==> config.mk <==
export PLATFORM = sky130hd
export DESIGN_NAME = parking_gate_ctrl_flat
export DESIGN_NICKNAME = d
export VERILOG_FILES = /design/src/rtl/parking_gate_if.sv /design/src/rtl/parking_gate_ctrl.sv /design/src/flat_wrapper.sv
export SDC_FILE = /design/constraint.sdc
export NUM_CORES = 1
export LEC_CHECK = 0
export CAP_MARGIN = 5
export CORE_ASPECT_RATIO = 1.75
export CORE_UTILIZATION = 40
export DETAILED_ROUTE_END_ITERATION = 10
export PLACE_DENSITY = 0.65
export SETUP_SLACK_MARGIN = 0.05
export SLEW_MARGIN = 0
export SYNTH_ARGS = -nofsm -noshare
export SYNTH_HDL_FRONTEND = slang
export SYNTH_SLANG_ARGS = --single-unit
export TNS_END_PERCENT = 50
==> constraint.sdc <==
create_clock -name clk -period 3.1 [get_ports clk]
set_clock_uncertainty 0.2 [all_clocks]
set_input_delay 0.62 -clock clk [delete_from_list [all_inputs] [get_ports clk]]
set_output_delay 0.62 -clock clk [all_outputs]
set_load 0.01 [all_outputs]
==> src/rtl/parking_gate_if.sv <==
// Entry/exit signal bundle between the lot controller and its environment.
// The controller takes the slave side. The sensors and slot finder take the master side.
interface parking_gate_if;
   logic        entry_req;
   logic [3:0]  free_idx;
   logic        exit_valid;
   logic [3:0]  exit_slot;
   logic [14:0] cars;
   logic        entry_gate_open;
   logic [3:0]  assigned_slot;
   logic        assign_valid;
   logic        full;
   logic [3:0]  occupied_count;
   logic        exit_err;

   modport slave (
      input  entry_req, free_idx, exit_valid, exit_slot,
      output cars, entry_gate_open, assigned_slot, assign_valid, full,
             occupied_count, exit_err
   );

   modport master (
      output entry_req, free_idx, exit_valid, exit_slot,
      input  cars, entry_gate_open, assigned_slot, assign_valid, full,
             occupied_count, exit_err
   );
endinterface

==> src/rtl/parking_gate_ctrl.sv <==
// Entry/exit controller for a 15-slot lot. It owns the occupancy vector,
// admits one car per entry-sensor assertion, and times the entry barrier.
module parking_gate_ctrl #(
   parameter int unsigned GATE_OPEN_CYCLES = 8,
   parameter int unsigned CNT_W            = 8
) (
   input  logic           clk,
   input  logic           rst,
   parking_gate_if.slave  bus
);

   localparam logic [3:0] NO_SLOT = 4'd15;

   typedef enum logic [1:0] {IDLE, GATE_OPEN, WAIT_CLEAR} state_e;

   state_e             state_q, state_d;
   logic [CNT_W-1:0]   timer_q, timer_d;
   logic [14:0]        cars_q, cars_d;
   logic [3:0]         count_q, count_d;
   logic [3:0]         slot_q, slot_d;
   logic               assign_valid_q, assign_valid_d;
   logic               gate_q, gate_d;
   logic               exit_err_q, exit_err_d;

   logic [15:0]        cars_ext_c;
   logic [15:0]        set_mask_c, clr_mask_c;
   logic               alloc_c, exit_ok_c;

   // Slot 15 reads as permanently occupied, so index 15 never allocates.
   assign cars_ext_c = {1'b1, cars_q};
   assign set_mask_c = 16'(1) << bus.free_idx;
   assign clr_mask_c = 16'(1) << bus.exit_slot;
   assign alloc_c    = (state_q == IDLE) && bus.entry_req && !cars_ext_c[bus.free_idx];
   assign exit_ok_c  = bus.exit_valid && (bus.exit_slot != NO_SLOT) && cars_ext_c[bus.exit_slot];

   always_comb begin
      state_d        = state_q;
      timer_d        = timer_q;
      cars_d         = cars_q;
      count_d        = count_q;
      slot_d         = slot_q;
      assign_valid_d = 1'b0;
      exit_err_d     = 1'b0;

      case (state_q)
         IDLE: begin
            if (alloc_c) begin
               state_d        = GATE_OPEN;
               timer_d        = CNT_W'(GATE_OPEN_CYCLES - 1);
               slot_d         = bus.free_idx;
               assign_valid_d = 1'b1;
               cars_d         = cars_d | set_mask_c[14:0];
            end
         end
         GATE_OPEN: begin
            if (timer_q == '0) state_d = WAIT_CLEAR;
            else               timer_d = timer_q - CNT_W'(1);
         end
         WAIT_CLEAR: begin
            if (!bus.entry_req) state_d = IDLE;
         end
         default: state_d = IDLE;
      endcase

      // Exits are processed every cycle, whatever the admission state.
      if (exit_ok_c)           cars_d     = cars_d & ~clr_mask_c[14:0];
      else if (bus.exit_valid) exit_err_d = 1'b1;

      case ({alloc_c, exit_ok_c})
         2'b10:   count_d = count_q + 4'd1;
         2'b01:   count_d = count_q - 4'd1;
         default: count_d = count_q;
      endcase

      gate_d = (state_d == GATE_OPEN);
   end

   always_ff @(posedge clk) begin
      if (rst) begin
         state_q        <= IDLE;
         timer_q        <= '0;
         cars_q         <= '0;
         count_q        <= '0;
         slot_q         <= NO_SLOT;
         assign_valid_q <= 1'b0;
         gate_q         <= 1'b0;
         exit_err_q     <= 1'b0;
      end else begin
         state_q        <= state_d;
         timer_q        <= timer_d;
         cars_q         <= cars_d;
         count_q        <= count_d;
         slot_q         <= slot_d;
         assign_valid_q <= assign_valid_d;
         gate_q         <= gate_d;
         exit_err_q     <= exit_err_d;
      end
   end

   assign bus.cars            = cars_q;
   assign bus.entry_gate_open = gate_q;
   assign bus.assigned_slot   = slot_q;
   assign bus.assign_valid    = assign_valid_q;
   assign bus.full            = &cars_q;
   assign bus.occupied_count  = count_q;
   assign bus.exit_err        = exit_err_q;

endmodule

==> src/flat_wrapper.sv <==
// flat-port wrapper written by rule: the top's interface ports become plain ports
module parking_gate_ctrl_flat 
#(
   parameter int unsigned GATE_OPEN_CYCLES = 8,
   parameter int unsigned CNT_W            = 8
)
  (clk, rst, bus_entry_req, bus_free_idx, bus_exit_valid, bus_exit_slot, bus_cars, bus_entry_gate_open, bus_assigned_slot, bus_assign_valid, bus_full, bus_occupied_count, bus_exit_err);
  parking_gate_if bus_i ();
  input  logic clk;
  input  logic rst;
  input wire logic [$bits(bus_i.entry_req)-1:0] bus_entry_req;
  input wire logic [$bits(bus_i.free_idx)-1:0] bus_free_idx;
  input wire logic [$bits(bus_i.exit_valid)-1:0] bus_exit_valid;
  input wire logic [$bits(bus_i.exit_slot)-1:0] bus_exit_slot;
  output wire logic [$bits(bus_i.cars)-1:0] bus_cars;
  output wire logic [$bits(bus_i.entry_gate_open)-1:0] bus_entry_gate_open;
  output wire logic [$bits(bus_i.assigned_slot)-1:0] bus_assigned_slot;
  output wire logic [$bits(bus_i.assign_valid)-1:0] bus_assign_valid;
  output wire logic [$bits(bus_i.full)-1:0] bus_full;
  output wire logic [$bits(bus_i.occupied_count)-1:0] bus_occupied_count;
  output wire logic [$bits(bus_i.exit_err)-1:0] bus_exit_err;
  assign bus_i.entry_req = bus_entry_req;
  assign bus_i.free_idx = bus_free_idx;
  assign bus_i.exit_valid = bus_exit_valid;
  assign bus_i.exit_slot = bus_exit_slot;
  assign bus_cars = bus_i.cars;
  assign bus_entry_gate_open = bus_i.entry_gate_open;
  assign bus_assigned_slot = bus_i.assigned_slot;
  assign bus_assign_valid = bus_i.assign_valid;
  assign bus_full = bus_i.full;
  assign bus_occupied_count = bus_i.occupied_count;
  assign bus_exit_err = bus_i.exit_err;
  parking_gate_ctrl #(.GATE_OPEN_CYCLES(GATE_OPEN_CYCLES), .CNT_W(CNT_W)) u_core (.clk(clk), .rst(rst), .bus(bus_i));
endmodule
==> metrics.md <==
| Metric | Value |
|---|---|
| Status | `finished clean` |
| Post-synth EDFFs | `0` |
| Core area | `0.00475 mm²` |
| Routed via count | `2063` |
| Die Y-Extent | `95.8 µm` |
| Library cells used by synthesis | `46` |
| CTS Buf Count | `5` |
| Root Driver | `clkbuf_8` |
| Total gr overflow | `0` |
| Sequential share of the synthesized area | `35.8%` |
| Initial antenna violation count | `0` |
| Worst skew pair latency | `0.29 ns` |
| PortBufs | `38` |
| Vias in the first global route | `1995` |
| Htree depth | `2` |
| Yosys reg bits | `36` |
| Synth Area per Inst | `8.86 µm²` |
| Post-synthesis async set-or-reset flop share | `0%` |
| Hold path endpoint | `u_core.bus.assigned_slot[2]` |
| DRC | `0` |
| Synth warnings | `0` |
| DRT Wirelength | `6.10 mm` |
| Area delta synth->final | `38.4%` |
| Global-route wire length before repair | `9.83 mm` |
| Synth Flop Type | `dfxtp_1` |
| DP Wirelength | `4.55 mm` |
| N_diodes | `0` |
| Most frequent CP cell | `a21oi_2` |
| Die area | `0.00533 mm²` |
| TNS Setup | `0 ns` |
| CTS tree | `done` |
| Worst Tran Pin Value | `0.660 ns` |
| Die Wd | `55.6 µm` |
| Cells along the critical path | `clkdlybuf4s50_1 -> or3b_2 -> o22ai_2 -> a211oi_4 -> nand2_2 -> ha_4 -> xor2_2 -> ha_2 -> a21oi_2 -> xor2_1 -> or3_1 -> a21oi_2` |
| Hold-critical path depth | `1` |
| Worst Path Required | `3.13 ns` |
| RSZ-0062 raised after global routing | `true` |
| Clock sink count | `36` |
| Normalized max-slew margin | `55.7%` |
| Max-cap violations | `0` |
| Setup Viol. Count Final | `0` |
| Reg-to-reg startpoint | `u_core.bus.cars[4]` |
| Reg2reg end | `u_core.bus.occupied_count[2]` |
| Final Hold Vio Count | `0` |
| CP Capture Type | `flop` |
| Slowest cell on the critical path | `or3b_2` |
| Mapped Nets | `243` |
| R2r worst-path depth | `10` |
| Max IR drop VDD | `0.352 mV` |
| Post-DR wirelength/cell | `17.7 µm` |
| Crit Path Max Fanout | `4` |
| Fmax | `0.331 GHz` |
| Lkg Pwr | `1.08 nW` |
| Fin crit share | `97.5%` |
| Final nets | `307` |
| Post-DRT Antenna Nets | `0` |
| # IOs | `39` |
| Filler-free cell count of the finished design | `344` |
| DP Cell Count | `336` |
| CP Data Arrival Time | `3.06 ns` |
| Cell area after synthesis | `0.00201 mm²` |
| Initial Util | `42.4%` |
| Drt pass-1 iters | `4` |
| Largest net degree at the start of global routing | `27` |
| Critical path's largest stage delay | `0.50 ns` |
| Layout cells sized above 1 | `21.2%` |
| Crit start category | `primary input` |
| Min-Delay Path Class | `reg2reg` |
| Rows | `33` |
| Syn Inst Count | `227` |
| Pins Over Slew Limit | `0` |
| Worst Path Class, Setup | `in2reg` |
| 1st-iter DRT viols | `63` |
| Clock Path Buffers | `2` |
| Hold_sp | `u_core.bus.assigned_slot[2]` |
| Gpl congestion | `0.938` |
| Power per cell area | `452 mW/mm²` |
| Clock slew seen by the registers of the worst setup and hold paths | `0.08 ns` |
| Final min period | `3.02 ns` |
| Total global-route track usage | `24.1%` |
| Via-per-instance ratio | `6.00` |
| CTS Hold Buffers Added | `0` |
| Reg2Reg Setup Slack | `0.19 ns` |
[cells in the mapped netlist (all sizes together), types with 2 or more instances]
cell type | number | area [µm²]
nand3b | 2 | 15.0
and4b | 2 | 20.0
a221oi | 2 | 17.5
mux4 | 6 | 135
dfxtp | 36 | 721
o21ai | 11 | 55.1
nor3b | 2 | 15.0
or3 | 3 | 18.8
o21a | 3 | 22.5
nor2b | 7 | 43.8
a211oi | 4 | 42.5
ha | 4 | 50.1
a21oi | 17 | 85.1
nand2b | 2 | 12.5
and3 | 7 | 43.8
clkbuf | 7 | 26.3
nor3 | 4 | 20.0
a31oi | 2 | 12.5
nand3 | 5 | 25.0
nand4 | 12 | 75.1
nor4 | 3 | 18.8
nor2 | 16 | 60.1
a41oi | 3 | 26.3
nor4bb | 4 | 40.0
mux2i | 7 | 70.1
or3b | 2 | 17.5
inv | 5 | 18.8
xor2 | 7 | 61.3
nand2 | 25 | 96.4
and2 | 2 | 12.5
a221o | 2 | 20.0
buf | 3 | 20.0
[sequential cells by signal, indices dropped and copies added, names as in the netlist]
signal                      cells
u_core.state_q                  2
u_core.bus.assigned_slot        4
u_core.bus.cars                15
u_core.timer_q                  8
u_core.bus.assign_valid         1
u_core.bus.exit_err             1
u_core.bus.entry_gate_open      1
u_core.bus.occupied_count       4
[where the power goes]
| part | internal [W] | switching, W | total, W |
|---|---|---|---|
| logic | 0.000146 | 0.000158 | 0.000304 |
| clock network | 0.000238 | 0.000188 | 0.000426 |
| registers | 0.000497 | 0.0000322 | 0.000529 |
[repair_timing]
action	CTS	global route
buffers inserted	0	0
pin swaps	3	2
endpoints found under the setup margin	4	2
gates resized for setup	14	8
[cell usage in the layout, fill, tap and decap left out, types with 6 or more instances in the layout]
cell type,count
dfxtp_1,36
clkdlybuf4s50_1,33
buf_4,28
nand2_1,24
nor2_1,16
a21oi_1,15
nand4_1,12
o21ai_0,11
nor2b_1,7
and3_1,7
mux4_2,6
mux2i_1,6
xor2_1,6
[worst max-delay path, delay by kind of cell]
| kind | cells | cell delay (ns) |
|---|---|---|
| AO/OA/AOI/OAI | 4 | 0.43 |
| adder cells (fa/ha/maj) | 2 | 0.37 |
| AND/OR/NAND/NOR | 3 | 0.94 |
| XOR/XNOR | 2 | 0.29 |
| buffers and inverters | 1 | 0.41 |
[cell type report]
| type | count | area [µm²] |
|---|---|---|
| clock buffer | 5 | 68.8 |
| clock inverter | 3 | 42.5 |
| fill | 448 | 1960 |
| inverter | 5 | 18.8 |
| multi-input combinational | 176 | 1280 |
| sequential | 36 | 721 |
| tap | 52 | 65.1 |
| timing repair buffer | 67 | 591 |
[metal layers]
layer  GRT usage [%]  vias up  wire [µm]
met5               0        -          0
met2            44.4       64       3180
met3            3.63       23        197
met4            19.0        0        393
li1                -      984          -
met1            24.1      992       2330
[logic make-up after synthesis]
logic type      Yosys count  synth area share [%]
mux                      13                  10.2
buf+inv                  15                  3.23
simple gates            100                  27.4
compound gates           51                  17.4
fa+ha+maj                 4                  2.49
flops                    36                  35.8
xor+xnor                  8                  3.48
[per-stage QoR]
stage	utilization (%)	cell area (µm²)	worst slack, ns	total power [W]	hold slack (ns)
2_1_floorplan	-	2050	-0.119	0.000720	0.308
3_3_place_gp	55.9	2660	-0.720	0.000838	0.283
3_5_place_dp	55.9	2660	-0.788	0.000841	0.276
4_1_cts	58.4	2770	0.0782	0.00126	0.302
5_1_grt	58.6	2780	-0.00933	0.00132	0.329
6_report	58.6	2780	0.0767	0.00126	0.303
[worst max path at each step]
| stage | from | endpoint | cells past startpoint |
|---|---|---|---|
| after floorplan | bus_free_idx[1] | u_core.bus.occupied_count[2] | 12 |
| after global placement | bus_exit_slot[0] | u_core.bus.occupied_count[3] | 10 |
| after detailed placement | bus_exit_slot[0] | u_core.bus.occupied_count[2] | 11 |
| after CTS | bus_free_idx[1] | u_core.bus.occupied_count[2] | 12 |
| after global routing | bus_free_idx[3] | u_core.bus.occupied_count[2] | 12 |
| final | bus_free_idx[3] | u_core.bus.occupied_count[2] | 12 |
Note: power is estimated with default switching activity, not from simulation.
